**config.mk**
```make
export PLATFORM = sky130hd
export DESIGN_NAME = mem_arbiter
export DESIGN_NICKNAME = d
export VERILOG_FILES = /design/src/rtl/mem_arbiter.sv
export SDC_FILE = /design/constraint.sdc
export NUM_CORES = 1
export LEC_CHECK = 0
export BUFFER_PORTS_ARGS = -buffer_cell sky130_fd_sc_hd__buf_2
export CAP_MARGIN = 20
export CORE_AREA = 2 2 108 110
export DETAILED_ROUTE_END_ITERATION = 8
export DIE_AREA = 0 0 110 112
export PLACE_DENSITY = 0.53
export SETUP_SLACK_MARGIN = 0.05
export SYNTH_ARGS = -nofsm -noshare
export SYNTH_HDL_FRONTEND = slang
export SYNTH_SLANG_ARGS = --single-unit
```
**constraint.sdc**
```tcl
create_clock -name clk -period 1.64 [get_ports clk]
set_clock_uncertainty 0.2 [all_clocks]
set_input_delay 0.246 -clock clk [delete_from_list [all_inputs] [get_ports clk]]
set_output_delay 0.246 -clock clk [all_outputs]
set_load 0.1 [all_outputs]
```
**src/rtl/mem_arbiter.sv**
```systemverilog
// Two-master round-robin arbiter in front of a single native-memory slave.
// Optional BUSY watchdog is compiled in with `define MEM_ARB_TIMEOUT_EN.
module mem_arbiter #(
   parameter int TIMEOUT_CYCLES = 255
) (
   input  logic        clk,
   input  logic        resetn,
   input  logic [1:0]  m_valid,
   output logic [1:0]  m_ready,
   input  logic [63:0] m_addr,
   input  logic [63:0] m_wdata,
   input  logic [7:0]  m_wstrb,
   output logic [31:0] m_rdata,
   output logic        s_valid,
   input  logic        s_ready,
   output logic [31:0] s_addr,
   output logic [31:0] s_wdata,
   output logic [3:0]  s_wstrb,
   input  logic [31:0] s_rdata,
   output logic [1:0]  owner,
   output logic        timeout_err
);

   typedef enum logic {IDLE, BUSY} state_t;

   state_t r_state, w_state_nxt;
   logic   r_grant, w_grant_nxt;
   logic   r_last,  w_last_nxt;
   logic   w_busy, w_done, w_tout;
   logic [1:0] w_onehot;

   assign w_busy   = (r_state == BUSY);
   assign w_onehot = {r_grant, ~r_grant};
   assign w_done   = w_busy && (s_ready || w_tout);

`ifdef MEM_ARB_TIMEOUT_EN
   logic [15:0] r_cnt;

   // Force completion on the last allowed cycle unless the slave answers in it.
   assign w_tout = w_busy && !s_ready && (r_cnt == 16'(TIMEOUT_CYCLES - 1));

   always_ff @(posedge clk or negedge resetn) begin
      if (!resetn)
         r_cnt <= '0;
      else if (!w_busy)
         r_cnt <= '0;
      else if (!w_done)
         r_cnt <= r_cnt + 16'd1;
   end
`else
   logic w_unused_to;
   assign w_unused_to = ^16'(TIMEOUT_CYCLES);
   assign w_tout      = 1'b0;
`endif

   always_ff @(posedge clk or negedge resetn) begin
      if (!resetn) begin
         r_state <= IDLE;
         r_grant <= 1'b0;
         r_last  <= 1'b1;
      end else begin
         r_state <= w_state_nxt;
         r_grant <= w_grant_nxt;
         r_last  <= w_last_nxt;
      end
   end

   always_comb begin
      w_state_nxt = r_state;
      w_grant_nxt = r_grant;
      w_last_nxt  = r_last;
      case (r_state)
         IDLE: begin
            if (|m_valid) begin
               w_state_nxt = BUSY;
               // On a tie the master not served last wins.
               w_grant_nxt = (m_valid == 2'b11) ? ~r_last : m_valid[1];
            end
         end
         BUSY: begin
            if (w_done) begin
               w_state_nxt = IDLE;
               w_last_nxt  = r_grant;
            end
         end
         default: w_state_nxt = IDLE;
      endcase
   end

   always_comb begin
      s_valid = w_busy;
      owner   = w_busy ? w_onehot : 2'b00;
      m_ready = w_done ? w_onehot : 2'b00;
      s_addr  = '0;
      s_wdata = '0;
      s_wstrb = '0;
      if (w_busy) begin
         s_addr  = r_grant ? m_addr[63:32]  : m_addr[31:0];
         s_wdata = r_grant ? m_wdata[63:32] : m_wdata[31:0];
         s_wstrb = r_grant ? m_wstrb[7:4]   : m_wstrb[3:0];
      end
      m_rdata     = w_tout ? 32'hDEAD_BEEF : s_rdata;
      timeout_err = w_tout;
   end

endmodule
```
# Word level (Yosys, flattened, before mapping)

Cells that the tools add are included.

Logic and storage cells: 23
Output and inout bits: 106
Register bits: 3

Multiplexer cells: 12
Reductions and logical operators: 4
Equal/unequal tests: 1
Bitwise logic cells: 3

Operators with widths:

| operator             | count |
|---|---|
| $mux W32             | 4 |
| $mux W4              | 2 |
| $mux W2              | 2 |
| $reduce_and A2 Y1    | 2 |
| $mux W1              | 3 |
| $not A1 Y1           | 3 |
| $eq A2 B2 Y1 const B | 1 |
| $pmux W1 S2          | 1 |
| $reduce_or A2 Y1     | 1 |
| $logic_and A1 B1 Y1  | 1 |

# Depth between registers and ports, before layout

Gate-level depths: netlist of run 1.

Depth after elaboration: 3
Depth in mapped cells: 4
Gate-level depth less buffers: 2

# Worst setup path after synthesis of run 1

OpenSTA, ideal clock, no wires.

Kind: reg2out
Start point: register r_state, in the netlist s_valid
End point: output s_addr[10]
Setup slack: -1459 ps
Cell stages (with the launch flop): 4
Arrival: 2653 ps
Buffers on the path: 1
Cells stage by stage: dfrtp_1 inv_2 clkbuf_1 nor2_1

Longest elaborated chain between the ends: 1

RTL lines:

| item                   | line | source |
|---|---|---|
| start, declared        | 26   | `state_t r_state, w_state_nxt;` |
| start signal, assigned | 62   | `r_state <= w_state_nxt;` |
| $mux W32               | 97   | `if (w_busy) begin` |
| end, declared          | 16   | `output logic [31:0] s_addr,` |

No other way between the ends.

# Final worst setup path of run 1

Start point: register r_grant
End point: output s_addr[21]

Longest elaborated chain between the ends: 2

RTL lines:

| item                   | line | source |
|---|---|---|
| start, declared        | 27   | `logic r_grant, w_grant_nxt;` |
| start signal, assigned | 63   | `r_grant <= w_grant_nxt;` |
| $mux W32               | 98   | `s_addr = r_grant ? m_addr[63:32] : m_addr[31:0];` |
| $mux W32               | 97   |  |

No other way between the ends.

==> results.py, run 1 <==
metrics = {
    "setup_path": {
        "critPathTopFamily": "flip-flops",
        "crit_slowest_cell": "dfrtp_4",
        "critPathLaunchType": "flop",
        "reg2reg_slack_ns": 0.23,
        "end_kind": "output pin",
        "path_max_fanout": 35,
        "r2r_start": "r_grant$_DFFE_PN0P_",
        "crit_type": "reg2out",
        "path_buf_inv": 2,
        "cp_cell_sequence": "buf_16 -> mux2i_1 -> nor2_4 -> buf_12",
        "arrival_ns": 1.54,
        "crit_required_ns": 1.19,
        "r2r-end": "r_last$_DFFE_PN1P_",
        "rr_worst_depth": 3,
        "slowest_delay_ns": 0.45,
    },
    "power_and_ir_drop": {
        "power_density_nw_per_um2": 1360,
        "ir_worst_vdd_v": 0.000877,
        "finalPower_mw": 6.06,
        "leakage_nw": 1.94,
    },
    "timing": {
        "final_max_slew_viol_count": 0,
        "finalSetupViolCount": 72,
        "setup_ws_ns": -0.350,
        "period_minus_slack_ns": 1.99,
        "finalCritPeriodShare": 1.21,
        "rsz0062_at_grt": "yes",
        "hold_viol_final": 0,
        "fmax_mhz": 503,
    },
    "synthesis": {
        "synth_warnings": 0,
        "avgSynthCellArea_um2": 7.41,
        "synth_cells": 199,
        "ys.flop_type": "dfrtp_1",
        "synthArstFlopShare": 1.00,
        "yosys.area.top_type_share": 0.461,
        "synth_seq_cells": 3,
        "synth.distinct_cells": 18,
        "syn_nets": 372,
        "netlist_area_um2": 1480,
        "synthTopCellsByArea": "mux2i_1, nor2_1, buf_4",
        "synth_top_cell_by_area": "mux2i_1",
        "synth_edf_count": 0,
        "ys_seq_area_frac": 0.0517,
    },
    "detailed_routing": {
        "ant_nets": 0,
        "num_vias": 2061,
        "viasPerCell": 3.91,
        "dr.first_iter.drc_count": 18,
        "routedWlPerCell_um": 13.7,
        "drc_errors": 0,
        "firstDrtPassIters": 4,
        "wirelength_um": 7200,
    },
    "finish": {
        "final_cell_mix": "buf_2, buf_12, nor2_4",
        "ff_latch_area_um2": 83.8,
        "multi_input_area_um2": 1710,
        "final_cell_area_um2": 4450,
        "mostFrequentLayoutCell": "buf_2",
        "fillCellCount": 1086,
        "n_antenna_cell": 0,
        "final_nets": 558,
        "drive_gt1_frac": 0.922,
        "syn2layout_area_growth_pct": 202,
    },
    "min_path": {
        "hp-class": "in2reg",
        "hold_path_depth": 2,
        "hold_start": "m_valid[1]",
        "hold_end": "s_valid$_DFF_PN0_",
    },
    "die": {
        "rows": 39,
        "dieWidth_um": 110,
        "initial_core_util": 0.132,
        "core_um2": 11200,
        "die_area_um2": 12300,
        "boundaryPins": 279,
        "die_y_um": 112,
    },
    "clocking": {
        "cts_tree": "done",
        "clockBufferDepth": 2,
        "cts_root_buf": "clkbuf_16",
        "clkLatencyLatePin_ns": 0.22,
        "clock_sinks": 3,
        "numCtsBuffers": 3,
        "h-tree-depth": 1,
        "clk_pin_slew_worst_paths_ns": 0.03,
    },
    "global_routing": {
        "grt_pass1_vias": 2197,
        "gr-total-overflow": 0,
        "grt_max_degree": 36,
        "grt_antenna_before_repair": 0,
        "grt_first_pass_wirelength_um": 10300,
        "grt_use_total": 0.106,
    },
    "job": {
        "maxCapViolations": 0,
    },
    "place": {
        "postPlaceCellArea_um2": 4140,
        "io_buffers": 213,
        "dpl.hpwl_um": 5900,
        "gp_congestion": 0.776,
    },
    "outcome": {
        "status": "complete, but fails checks",
        "violations": "negative setup slack",
    },
}
[logic make-up (layout without fill, tap and decap cells)]
group / count (synthesis) / after routing / share of synthesized area
AOI/OAI and AO/OA: 3 / 3 / 0.0178
buffers and inverters: 49 / 234 / 0.271
DFF: 3 / 3 / 0.0517
muxes: 68 / 68 / 0.461
other: 1 / 1 / 0.00254
and+or+nand+nor: 75 / 75 / 0.196
[per-layer routing]
metal  track usage  part of all wire  vias up
li1              -                 -      998
met1         0.108              0.33      931
met2         0.207              0.57      108
met3        0.0199             0.084       24
met4        0.0380             0.021        0
met5             0                 0        -
[sequential cells by signal, summed over array words and instances, names as in the netlist]
name	flops
s_valid	1
r_last	1
r_grant	1
[per-stage QoR]
step	instances	hold slack, ns	setup WS (ns)	TNS (ns)	util
global route	527	0.0976	-0.395	-25.46	0.398
global placement	521	-0.155	-0.112	-3.48	0.371
CTS	527	0.0748	-0.344	-22.23	0.388
floorplan	199	-0.250	-0.216	-14.80	-
finish	527	0.0769	-0.350	-22.21	0.398
detailed placement	521	-0.151	-0.130	-5.24	0.371
[worst max path at each step]
| stage | from | to | slack [ns] | cells past startpoint |
|---|---|---|---|---|
| final | r_grant$_DFFE_PN0P_ | s_addr[21] | -0.35 | 4 |
| after global routing | r_grant$_DFFE_PN0P_ | s_wstrb[2] | -0.39 | 4 |
| after CTS | r_grant$_DFFE_PN0P_ | s_wdata[11] | -0.34 | 4 |
| after detailed placement | r_grant$_DFFE_PN0P_ | s_wstrb[3] | -0.13 | 4 |
| after global placement | r_grant$_DFFE_PN0P_ | s_wstrb[3] | -0.11 | 4 |
| after floorplan | s_valid$_DFF_PN0_ | s_addr[10] | -0.22 | 3 |
[Yosys cell counts, drive strengths merged (2+ instances only)]
master,number
clkbuf,5
dfrtp,2
buf,43
nand2,2
mux2i,68
nor2,70
[worst reg2reg max path: cells and delay by family, from the launching register on]
family                 cells  cell delay [ns]
AO/OA/AOI/OAI              1             0.15
buffers and inverters      1             0.20
flip-flops                 1             0.50
AND/OR/NAND/NOR            1             0.29
[where the power goes]
group          leakage, nW  switching (mW)  internal, mW
clock network       0.0382          0.0649         0.321
registers           0.0316          0.0242         0.102
logic                 1.87            3.45          2.09
total                 1.94            3.54          2.52
[timing repair]
item,4_1_cts,5_1_grt
hold buffers,1,0
pin swaps,6,0
hold endpoints to repair,3,0
setup endpoints to repair,72,72
resized for setup,25,28
buffers inserted,1,0
[final cells by class]
type                            count  share of cell area
Timing Repair Buffer              229               0.535
Multi-Input combinational cell    147               0.385
Tap cell                          143              0.0402
Sequential cell                     3              0.0188
Clock buffer                        4              0.0177
Inverter                            1             0.00366
No activity file was read; power rests on OpenSTA's default activity.
==> run 2: changes to the inputs <==
REMOVE_ABC_BUFFERS = 1   (was not set)
==> run 2 against run 1 <==
Against the previous run: cell area is 16% lower; critical path depth stayed put; total power shrank 11%; the flow still finishes with violations (negative setup slack); register-to-register slack improved by 0.09 ns; die area is the same; first-iteration DRC count increased to 2.8 times the previous value.
==> results.py, run 2 (same netlist as run 1, synthesis figures left out) <==
metrics = {
    "outcome": {
        "status": "complete, but fails checks",
        "violations": "negative setup slack",
    },
    "timing": {
        "finalSetupViolCount": 72,
        "hold-worst-slack_ns": 0.0661,
        "period_minus_slack_ns": 1.93,
        "hold_viol_final": 0,
        "final_max_slew_viol_count": 0,
        "rsz0062_at_grt": "yes",
        "fmax_mhz": 519,
        "setup_ws_ns": -0.286,
        "finalCritPeriodShare": 1.17,
    },
    "detailed_routing": {
        "drc_errors": 0,
        "routedWlPerCell_um": 15.1,
        "ant_nets": 0,
        "viasPerCell": 4.05,
        "wirelength_um": 7840,
        "firstDrtPassIters": 4,
        "dr.first_iter.drc_count": 50,
        "num_vias": 2105,
    },
    "clocking": {
        "h-tree-depth": 1,
        "cts_tree": "done",
        "cts_root_buf": "clkbuf_16",
        "clockBufferDepth": 2,
        "clock_sinks": 3,
        "numCtsBuffers": 3,
        "clkLatencyLatePin_ns": 0.22,
        "clk_pin_slew_worst_paths_ns": 0.03,
    },
    "setup_path": {
        "slowest_delay_ns": 0.50,
        "cp_cell_sequence": "buf_12 -> mux2i_1 -> nor2_1 -> buf_12",
        "arrival_ns": 1.48,
        "crit_type": "reg2out",
        "critPathTopFamily": "flip-flops",
        "path_max_fanout": 32,
        "crit_top_cell": "buf_12",
        "crit_required_ns": 1.19,
        "crit_cells": 4,
        "path_buf_inv": 2,
        "crit_slowest_cell": "dfrtp_4",
        "end_kind": "output pin",
        "rr_worst_depth": 3,
        "critPathLaunchType": "flop",
    },
    "die": {
        "rows": 39,
        "core_um2": 11200,
        "initial_core_util": 0.132,
        "die_area_um2": 12300,
        "die_y_um": 112,
        "boundaryPins": 279,
        "dieWidth_um": 110,
    },
    "place": {
        "dp.cells": 514,
        "preCtsSetupSlack_ns": -0.0830,
        "gp_congestion": 0.702,
        "dpl.hpwl_um": 6440,
        "io_buffers": 213,
    },
    "global_routing": {
        "grt-busiest-layer": "met2",
        "met3_usage": 0.0831,
        "grt_first_pass_wirelength_um": 10500,
        "grt_util_met1": 0.122,
        "grt_antenna_before_repair": 0,
        "grt_pass1_vias": 2133,
        "gr-total-overflow": 0,
        "use_met2": 0.178,
        "grt_use_total": 0.111,
        "grt_max_degree": 60,
    },
    "finish": {
        "final_util": 0.334,
        "fillCellCount": 1118,
        "fin_cells": 520,
        "mostFrequentLayoutCell": "buf_2",
        "drive_gt1_frac": 0.703,
        "final_nets": 551,
        "syn2layout_area_growth_pct": 153,
        "final_cell_mix": "buf_2, buf_12, mux2i_1",
        "n_antenna_cell": 0,
    },
    "min_path": {
        "hold_path_depth": 2,
        "hp-class": "in2reg",
    },
    "power_and_ir_drop": {
        "finalPower_mw": 5.37,
        "ir_worst_vdd_v": 0.000791,
        "leakage_nw": 1.91,
        "power_density_nw_per_um2": 1440,
    },
    "job": {
        "maxCapViolations": 0,
    },
}
-- run 2: repair_timing --
item,4_1_cts,5_1_grt
setup endpoints to repair,72,72
hold buffers,1,0
pin swaps,3,7
endpoints found under the hold margin,3,0
cloned,0,1
resized for setup,12,27
buffers inserted,0,0
-- run 2: path summary, 6_finish.rpt --
check / from / end / slack (ns)
max: r_grant$_DFFE_PN0P_ / s_wdata[26] / -0.29
min: m_valid[0] / s_valid$_DFF_PN0_ / 0.07
min reg2reg: r_last$_DFFE_PN1P_ / r_last$_DFFE_PN1P_ / 0.31
max in group asynchronous: resetn / r_last$_DFFE_PN1P_ / 0.89
max reg2reg: r_grant$_DFFE_PN0P_ / r_last$_DFFE_PN1P_ / 0.32
min in group asynchronous: resetn / r_grant$_DFFE_PN0P_ / 0.16
-- run 2: per-stage QoR --
stage | instance area [um^2] | TNS (ns)
2_1_floorplan | 1080 | -195.02
3_3_place_gp | 3510 | -1.20
3_5_place_dp | 3510 | -2.49
4_1_cts | 3640 | -18.66
5_1_grt | 3730 | -20.60
6_report | 3730 | -16.96
-- run 2: layer usage --
layer | vias up | wire length [um]
met2 | 194 | 3450
met4 | 2 | 0
li1 | 979 | -
met5 | - | 56
met3 | 2 | 1380
met1 | 928 | 2950
-- run 2: cell type report --
class                      count  area [um^2]  area share
clock buffer                   4         78.8      0.0211
timing repair buffer         222         2290       0.613
sequential                     3         80.1      0.0214
inverter                       1         3.75     0.00101
multi-input combinational    147         1100       0.296
tap                          143          179      0.0479
-- run 2: power breakdown --
part	switching, mW	internal, mW	total (mW)
clock network	0.0646	0.321	0.385
logic	3.14	1.73	4.86
registers	0.0195	0.100	0.120
==> run 3: changes to the inputs <==
PLACE_DENSITY = not set   (was 0.53)
PLACE_DENSITY_LB_ADDON = 0.2   (was not set)
==> run 3 against run 2 <==
Against the previous run: the run still ends with negative setup slack left; largest power group unchanged; highest routed layer is now met4; critical path depth did not move; global-route usage shrank 0.77 points; critical endpoint is now s_wstrb[1]; final cell count fell by 0.38%.
==> results.py, run 3 (same netlist as run 1, synthesis figures left out) <==
metrics = {
    "outcome": {
        "status": "complete, but fails checks",
        "violations": "negative setup slack",
    },
    "timing": {
        "finalCritPeriodShare": 1.19,
        "rsz0062_at_grt": "yes",
        "setup_ws_ns": -0.318,
        "finalSetupViolCount": 71,
        "final_max_slew_viol_count": 0,
        "fmax_mhz": 511,
        "period_minus_slack_ns": 1.96,
        "hold_viol_final": 0,
    },
    "global_routing": {
        "grt_max_degree": 44,
        "grt_first_pass_wirelength_um": 9910,
        "grt_antenna_before_repair": 0,
        "gr-total-overflow": 0,
        "grt_use_total": 0.104,
        "grt_pass1_vias": 2006,
    },
    "min_path": {
        "hp-class": "in2reg",
        "hold_start": "m_valid[1]",
    },
    "place": {
        "preCtsSetupSlack_ns": -0.252,
        "io_buffers": 213,
        "postPlaceCellArea_um2": 3490,
        "gp_congestion": 0.736,
        "dpl.hpwl_um": 6100,
    },
    "setup_path": {
        "slowest_delay_ns": 0.53,
        "crit_slowest_cell": "dfrtp_4",
        "r2r_start": "r_grant$_DFFE_PN0P_",
        "path_max_fanout": 21,
        "critPathLaunchType": "flop",
        "cp_cell_sequence": "clkbuf_16 -> mux2i_1 -> nor2_1 -> buf_12",
        "crit_start": "r_grant$_DFFE_PN0P_",
        "end_kind": "output pin",
        "crit_required_ns": 1.19,
        "crit_type": "reg2out",
        "arrival_ns": 1.51,
        "critPathTopFamily": "flip-flops",
        "path_buf_inv": 2,
    },
    "die": {
        "dieWidth_um": 110,
        "boundaryPins": 279,
        "die_area_um2": 12300,
        "die_y_um": 112,
        "initial_core_util": 0.132,
        "core_um2": 11200,
        "rows": 39,
    },
    "clocking": {
        "post_cts_buffers": 0,
        "h-tree-depth": 1,
        "clock_sinks": 3,
        "cts_root_buf": "clkbuf_16",
        "clkLatencyLatePin_ns": 0.23,
        "numCtsBuffers": 3,
        "clockBufferDepth": 2,
        "cts_tree": "done",
        "clk_pin_slew_worst_paths_ns": 0.03,
    },
    "detailed_routing": {
        "firstDrtPassIters": 4,
        "routedWlPerCell_um": 13.8,
        "wirelength_um": 7140,
        "dr.first_iter.drc_count": 34,
        "viasPerCell": 3.90,
        "num_vias": 2019,
        "drc_errors": 0,
        "ant_nets": 0,
    },
    "finish": {
        "final_util": 0.333,
        "n_antenna_cell": 0,
        "drive_gt1_frac": 0.709,
        "mostFrequentLayoutCell": "buf_2",
        "fillCellCount": 1128,
        "final_cell_mix": "buf_2, buf_12, mux2i_1",
        "final_nets": 549,
        "final_cell_area_um2": 3720,
        "syn2layout_area_growth_pct": 152,
    },
    "power_and_ir_drop": {
        "leakage_nw": 1.91,
        "finalPower_mw": 5.37,
        "power_density_nw_per_um2": 1440,
        "ir_worst_vdd_v": 0.000764,
    },
    "job": {
        "maxCapViolations": 0,
    },
}
-- run 3: cell count changes in the layout (fill, tap and decap cells not counted) --
cell and change:
nor2_1 -4, buf_16 +1, and2_4 +1, and3_4 -1, and3_2 +1, mux2i_2 -2
nor2_2 +5, nor2_4 -1, and2_1 -1, buf_12 -1, mux2i_1 +2, buf_4 -2
-- run 3: path summary, 6_finish.rpt --
path	slack, ns	depth (start not counted)	end
min	0.07	2	s_valid$_DFF_PN0_
max reg2reg	0.35	2	r_grant$_DFFE_PN0P_
max in group asynchronous	0.89	2	r_last$_DFFE_PN1P_
min in group asynchronous	0.15	2	s_valid$_DFF_PN0_
min reg2reg	0.31	1	r_last$_DFFE_PN1P_
max	-0.32	4	s_wstrb[1]
-- run 3: layout make-up --
type,instances,area (um^2),area share
clock buffer,4,78.8,0.0212
inverter,1,3.75,0.00101
multi-input combinational,147,1100,0.296
sequential,3,80.1,0.0215
tap,143,179,0.0481
timing repair buffer,220,2280,0.612
-- run 3: worst reg2reg max path, stage by stage (launching register included) --
cell	delay, ns
dfrtp_4	0.53
buf_12	0.20
a32o_1	0.24
-- run 3: per-stage QoR --
step	cells	TNS, ns	hold slack [ns]
floorplan	151	-195.02	-0.250
global route	518	-23.49	0.0885
detailed placement	512	-8.32	-0.153
finish	518	-19.14	0.0726
CTS	517	-20.94	0.0767
global placement	512	-6.87	-0.154
-- run 3: timing repair --
action	CTS	global route
resized for setup	7	38
hold endpoints to repair	3	0
pin swaps	3	17
cloned	0	1
hold buffers	1	0
setup endpoints to repair	72	72
-- run 3: per-layer routing --
metal | routed length, um | vias to the layer above | part of all wire | global-route usage
met3 | 1140 | 5 | 0.16 | 0.0714
met1 | 2530 | 877 | 0.35 | 0.111
li1 | - | 978 | - | -
met2 | 3410 | 159 | 0.48 | 0.167
met5 | 0 | - | 0 | 0.0252
met4 | 54 | 0 | 0.0076 | 0.0160
-- run 3: where the power goes --
part | switching, mW | internal, mW | total [mW]
sequential | 0.0270 | 0.100 | 0.127
combinational | 3.12 | 1.73 | 4.85
clock | 0.0688 | 0.321 | 0.390
